`src/rtl/pipe_ctrl_pkg.sv`:
```
// Shared types and constants for the pipeline stall/flush controller.
package pipe_ctrl_pkg;

    typedef enum logic [1:0] {
        RUN   = 2'b00,
        STALL = 2'b01,
        FLUSH = 2'b10
    } state_e;

    // Field values the DOF/EX register takes when a bubble is injected
    localparam logic       RW_NOP = 1'b0;
    localparam logic       MW_NOP = 1'b0;
    localparam logic [1:0] BS_NOP = 2'b00;

    localparam int unsigned DEF_CNT_W = 16;
    localparam int unsigned RUN_CNT_W = 4;
    localparam int unsigned PEN_W     = 3;

endpackage

```
`src/rtl/sat_counter.sv`:
```
// Saturating up-counter with synchronous clear; clear wins over enable.
module sat_counter #(
    parameter int unsigned W = 4
) (
    input  logic         clk,
    input  logic         rst,
    input  logic         clr,
    input  logic         en,
    output logic [W-1:0] cnt
);

    logic [W-1:0] cnt_q;

    always_ff @(posedge clk or posedge rst) begin
        if (rst) begin
            cnt_q <= '0;
        end else if (clr) begin
            cnt_q <= '0;
        end else if (en && !(&cnt_q)) begin
            cnt_q <= cnt_q + W'(1);
        end
    end

    assign cnt = cnt_q;

endmodule

```
`src/rtl/pipe_stall_ctrl.sv`:
```
// Hazard stall / branch squash controller with Mealy outputs on dhs and b_d.
// Optional performance counters are built when PERF_CNT_EN is defined.
module pipe_stall_ctrl
    import pipe_ctrl_pkg::*;
#(
    parameter int unsigned BR_PENALTY = 1,
    parameter int unsigned MAX_STALL  = 4,
    parameter int unsigned CNT_W      = DEF_CNT_W
) (
    input  logic             clk,
    input  logic             rst,
    input  logic             dhs,
    input  logic             b_d,
    output logic             pc_en,
    output logic             ir_en,
    output logic             bubble,
    output logic             flush,
    output logic             stall_err,
    output logic [1:0]       state,
    output logic [CNT_W-1:0] stall_cnt,
    output logic [CNT_W-1:0] flush_cnt
);

    state_e               state_q, state_d;
    logic [PEN_W-1:0]     pen_q, pen_d;
    logic [RUN_CNT_W-1:0] run_q, run_inc;
    logic                 run_en, run_clr;
    logic                 err_q, err_set;

    always_ff @(posedge clk or posedge rst) begin
        if (rst) begin
            state_q <= RUN;
            pen_q   <= '0;
        end else begin
            state_q <= state_d;
            pen_q   <= pen_d;
        end
    end

    // A hazard (dhs=0) always holds the branch in DOF, so b_d only matters with dhs=1
    always_comb begin
        state_d = state_q;
        pen_d   = pen_q;
        case (state_q)
            RUN: begin
                if (!dhs) begin
                    state_d = STALL;
                end else if (!b_d) begin
                    state_d = FLUSH;
                    pen_d   = PEN_W'(BR_PENALTY);
                end
            end
            STALL: begin
                if (dhs) begin
                    if (!b_d) begin
                        state_d = FLUSH;
                        pen_d   = PEN_W'(BR_PENALTY);
                    end else begin
                        state_d = RUN;
                    end
                end
            end
            FLUSH: begin
                if (dhs) begin
                    if (pen_q <= PEN_W'(1)) begin
                        state_d = RUN;
                    end else begin
                        pen_d = pen_q - PEN_W'(1);
                    end
                end
            end
            default: state_d = RUN;
        endcase
    end

    always_comb begin
        pc_en  = 1'b1;
        ir_en  = 1'b1;
        bubble = 1'b0;
        flush  = 1'b0;
        if (!rst) begin
            if (!dhs) begin
                pc_en  = 1'b0;
                ir_en  = 1'b0;
                bubble = 1'b1;
            end else if (state_q == FLUSH) begin
                flush = 1'b1;
            end
        end
    end

    // Run-length of consecutive hazard cycles; a hazard seen in FLUSH is not a stall run
    assign run_en  = !dhs && (state_q != FLUSH);
    assign run_clr = dhs || (state_q == FLUSH);

    sat_counter #(
        .W(RUN_CNT_W)
    ) u_run_cnt (
        .clk(clk),
        .rst(rst),
        .clr(run_clr),
        .en (run_en),
        .cnt(run_q)
    );

    assign run_inc = (&run_q) ? run_q : run_q + RUN_CNT_W'(1);
    assign err_set = run_en && (run_inc >= RUN_CNT_W'(MAX_STALL));

    always_ff @(posedge clk or posedge rst) begin
        if (rst) begin
            err_q <= 1'b0;
        end else if (err_set) begin
            err_q <= 1'b1;
        end
    end

    assign stall_err = err_q;
    assign state     = state_q;

`ifdef PERF_CNT_EN
    sat_counter #(
        .W(CNT_W)
    ) u_stall_cnt (
        .clk(clk),
        .rst(rst),
        .clr(1'b0),
        .en (bubble),
        .cnt(stall_cnt)
    );

    sat_counter #(
        .W(CNT_W)
    ) u_flush_cnt (
        .clk(clk),
        .rst(rst),
        .clr(1'b0),
        .en (flush),
        .cnt(flush_cnt)
    );
`else
    assign stall_cnt = '0;
    assign flush_cnt = '0;
`endif

endmodule

```
`config.mk`:
```
export PLATFORM = sky130hd
export DESIGN_NAME = pipe_stall_ctrl
export DESIGN_NICKNAME = d
export VERILOG_FILES = /design/src/rtl/pipe_ctrl_pkg.sv /design/src/rtl/sat_counter.sv /design/src/rtl/pipe_stall_ctrl.sv
export SDC_FILE = /design/constraint.sdc
export NUM_CORES = 1
export LEC_CHECK = 0
export CORE_UTILIZATION = 41
export DETAILED_ROUTE_END_ITERATION = 8
export GPL_TIMING_DRIVEN = 0
export PLACE_DENSITY = 0.85
export SETUP_SLACK_MARGIN = 0.3
export SLEW_MARGIN = 20
export SYNTH_ARGS = -nofsm -noshare
export SYNTH_HDL_FRONTEND = slang
export SYNTH_SLANG_ARGS = --single-unit
```
`constraint.sdc`:
```
create_clock -name clk -period 3.6 [get_ports clk]
set_clock_uncertainty 0.15 [all_clocks]
set_input_delay 0.72 -clock clk [delete_from_list [all_inputs] [get_ports clk]]
set_output_delay 0.72 -clock clk [all_outputs]
set_load 0.05 [all_outputs]
```
==> metrics.cfg <==
[synth]
synth_async_sr_flop_share=1.000
ys_top_cells_by_count=sky130_fd_sc_hd__buf_4 (33), sky130_fd_sc_hd__dfrtp_1 (10), sky130_fd_sc_hd__nor2_1 (7)
synth_area_leaders=sky130_fd_sc_hd__dfrtp_1 (32%), sky130_fd_sc_hd__buf_4 (31%), sky130_fd_sc_hd__ha_1 (4.7%)
seq_area_frac_synth=0.3160
yosys.area.top_type=sky130_fd_sc_hd__dfrtp_1
post-synth-top-area-fraction=0.3160
post-synth-top-count-cell=sky130_fd_sc_hd__buf_4
synth_flop_type=sky130_fd_sc_hd__dfrtp_1
netlist-cell-type-count=31
syn-mean-instance-area_um2=8.899
yosys_register_bits=10
synth-edff-count=0
yosys_warnings=0
synthesis.instances=89
synthesis.area_um2=792.0

[global_route]
antenna_found_initial=0
largest_net_degree_at_the_start_of_global_routing=12
grt_pass1_vias=514
grt_pass1_wl_mm=2.028
global_route.usage.total=0.1361
globalRouteOverflowTotal=0

[sta]
layout_worst_path_cycle_share=0.8912
tns_ns=0
maxSlewHeadroom=0.6632
timing.hold.ws_ns=0.3345
worst_slew_pin_slew_ns=0.5036
final_period_minus_worst_setup_slack_ns=3.208
setup_violations=0
final_hold_violations=0
rsz0062_at_grt=false
slew_violations=0
max_freq_ghz=0.3117

[drt]
met2_wirelength_um=739
vias=615
drc=0
detailroute.wirelength.met3_um=93
wirelength_met1_um=468
top_signal_layer_used=met4
wirelength_mm=1.309
avgRoutedWirePerCell_um=8.233
vias_per_cell=3.868
detail-route-antenna-nets=0
detailedRoute.firstPassIterationCount=4
drt_first_iter_violations=11

[cells_and_area]
area.growth.synth_to_final_pct=35.39
number_of_fillers_in_the_final_layout=166
multi_input_comb_area_um2=391.6
finalInstanceArea_um2=1072
final_layout_size_suffix_gt1_frac=0.3284
num_antenna_cells=0
register_area_um2=250.2
final_nets=142
finish.utilization=0.6078

[worst_setup_path]
crit_path_cell_trace=clkdlybuf4s50_1 > or2_2 > clkdlybuf4s50_1
worstReg2RegEnd=pen_q[1]$_DFFE_PP0P_
cp.depth=3
r2r_cells=6
timing.critical_path.from_type=primary input
worstReg2RegStart=pen_q[1]$_DFFE_PP0P_
path_max_fanout=8
critPathKind=primary input to primary output
crit_path_max_incr_delay_ns=0.71
worst_setup_path_startpoint=dhs
worst_setup_path_endpoint=ir_en
cp_slowest_cell=sky130_fd_sc_hd__clkdlybuf4s50_1
timing.reg2reg.setup_slack_ns=1.98
critical_path.most_common_cell=sky130_fd_sc_hd__clkdlybuf4s50_1
worst-endpoint-required_ns=2.73
critical_path.n_buffers_inverters=2
timing.critical_path.to_type=primary output
timing.critical_path.arrival_ns=2.34
cell_family_with_the_largest_share_of_critical_path_delay=buffers and inverters

[clocking]
clock_tree_from_tritoncts=done
numCtsBuffers=3
ctsLongestPathBuffers=2
worstSkewPairLatency_ns=0.26
clk_root_buffer_cell=sky130_fd_sc_hd__clkbuf_4
cts_htree_levels=1
clkSinkCount=10
path_clk_slew_ns=0.07
cts-hold-fix-buffers=0

[run]
maxCapViolations=0

[place]
gpl.final_weighted_congestion=0.7025
dpl-instance-area_um2=1040
port-buffer-count=10
detailed_place_hpwl_mm=1.086

[run_status]
status=complete, no violations

[worst_hold_path]
min_path_type=flop to flop

[power]
pwr-share-seq=0.311
p_leak_nw=0.6022
sw_frac=0.4448
power.switching_mw=0.2257
power_density_nw_per_um2=473.2
comb_power_share=0.489
power.internal_mw=0.2817
power.ir.vdd_worst_mv=0.2059
clock_power_share=0.200

[die]
core_um2=1764
dieWidth_um=45.95
floorplan.initialDensity=0.4489
row_count=15
io_pins=43
die-height_um=45.95
floorplan.die_area_um2=2111

[cell usage in the layout, fill, tap and decap left out, drive strengths merged, types with 4 or more instances in the layout]
cell type      netlist  final
buf                 33     33
clkbuf               0      4
clkdlybuf4s50        0      7
conb                 1     32
dfrtp               10     10
inv                  5      5
nor2                 7      7
[cell families after synthesis]
group	Yosys count	synth area share
buffers and inverters	38	0.3365
DFF	10	0.3160
other	1	0.004735
and+or+nand+nor	24	0.1612
adders and majority gates	3	0.04740
muxes	1	0.01264
xor gates and xnor gates	1	0.01106
AOI/OAI and AO/OA	11	0.1106
[metrics by stage]
| stage | power [mW] | setup slack, ns | cells |
|---|---|---|---|
| 4_1_cts | 0.5110 | 0.3941 | 159 |
| 2_1_floorplan | 0.3652 | 1.219 | 120 |
| 5_1_grt | 0.5399 | 0.3646 | 159 |
| 3_3_place_gp | 0.3993 | 0.2286 | 155 |
| 6_report | 0.5074 | 0.3919 | 159 |
| 3_5_place_dp | 0.4089 | 0.2092 | 155 |
[worst reg2reg max path, delay by kind of cell, from the launching register on]
family          cells  cell delay (ns)
flops               1             0.38
simple gates        2             0.32
fa+ha+maj           1             0.18
compound gates      2             0.39
buf+inv             1             0.08
[repair_timing]
action                     in CTS  in global routing
buffers inserted                0                  0
gates resized for setup         3                  0
setup endpoints to repair       3                  0
[registers in the layout, indices dropped and copies added, names as in the netlist]
signal and cells:
u_run_cnt.cnt 4, state 2, pen_q 3, stall_err 1
[metal layers]
| layer | GRT usage | vias up |
|---|---|---|
| met1 | 0.1205 | 267 |
| li1 | - | 317 |
| met4 | 0.03529 | 0 |
| met2 | 0.2789 | 29 |
| met5 | 0 | - |
| met3 | 0.04762 | 2 |
[cell type report]
type                    instances  area share
plain buffers                  33      0.2310
clock buffers                   4     0.03384
inverters                       5     0.01750
multi-input cells              72      0.3652
flip-flops and latches         10      0.2334
well taps                      25     0.02917
repair buffers                 10     0.08985
[worst min-delay path by stage]
stage,startpoint,depth (start not counted),to
after floorplan,pen_q[1]$_DFFE_PP0P_,1,pen_q[1]$_DFFE_PP0P_
after global placement,state[1]$_DFFE_PP0P_,1,state[0]$_DFFE_PP0P_
after detailed placement,stall_err$_DFFE_PP0P_,1,stall_err$_DFFE_PP0P_
after CTS,stall_err$_DFFE_PP0P_,1,stall_err$_DFFE_PP0P_
after global routing,stall_err$_DFFE_PP0P_,1,stall_err$_DFFE_PP0P_
final,stall_err$_DFFE_PP0P_,1,stall_err$_DFFE_PP0P_
[power groups by stage]
stage	Sequential [mW]	Clock [mW]	Combinational [mW]
after floorplan	0.182	0	0.184
after global placement	0.157	0	0.242
after detailed placement	0.160	0	0.249
after CTS	0.158	0.104	0.249
after global routing	0.161	0.110	0.269
final	0.158	0.102	0.248
(Power assumes the default switching activity.)
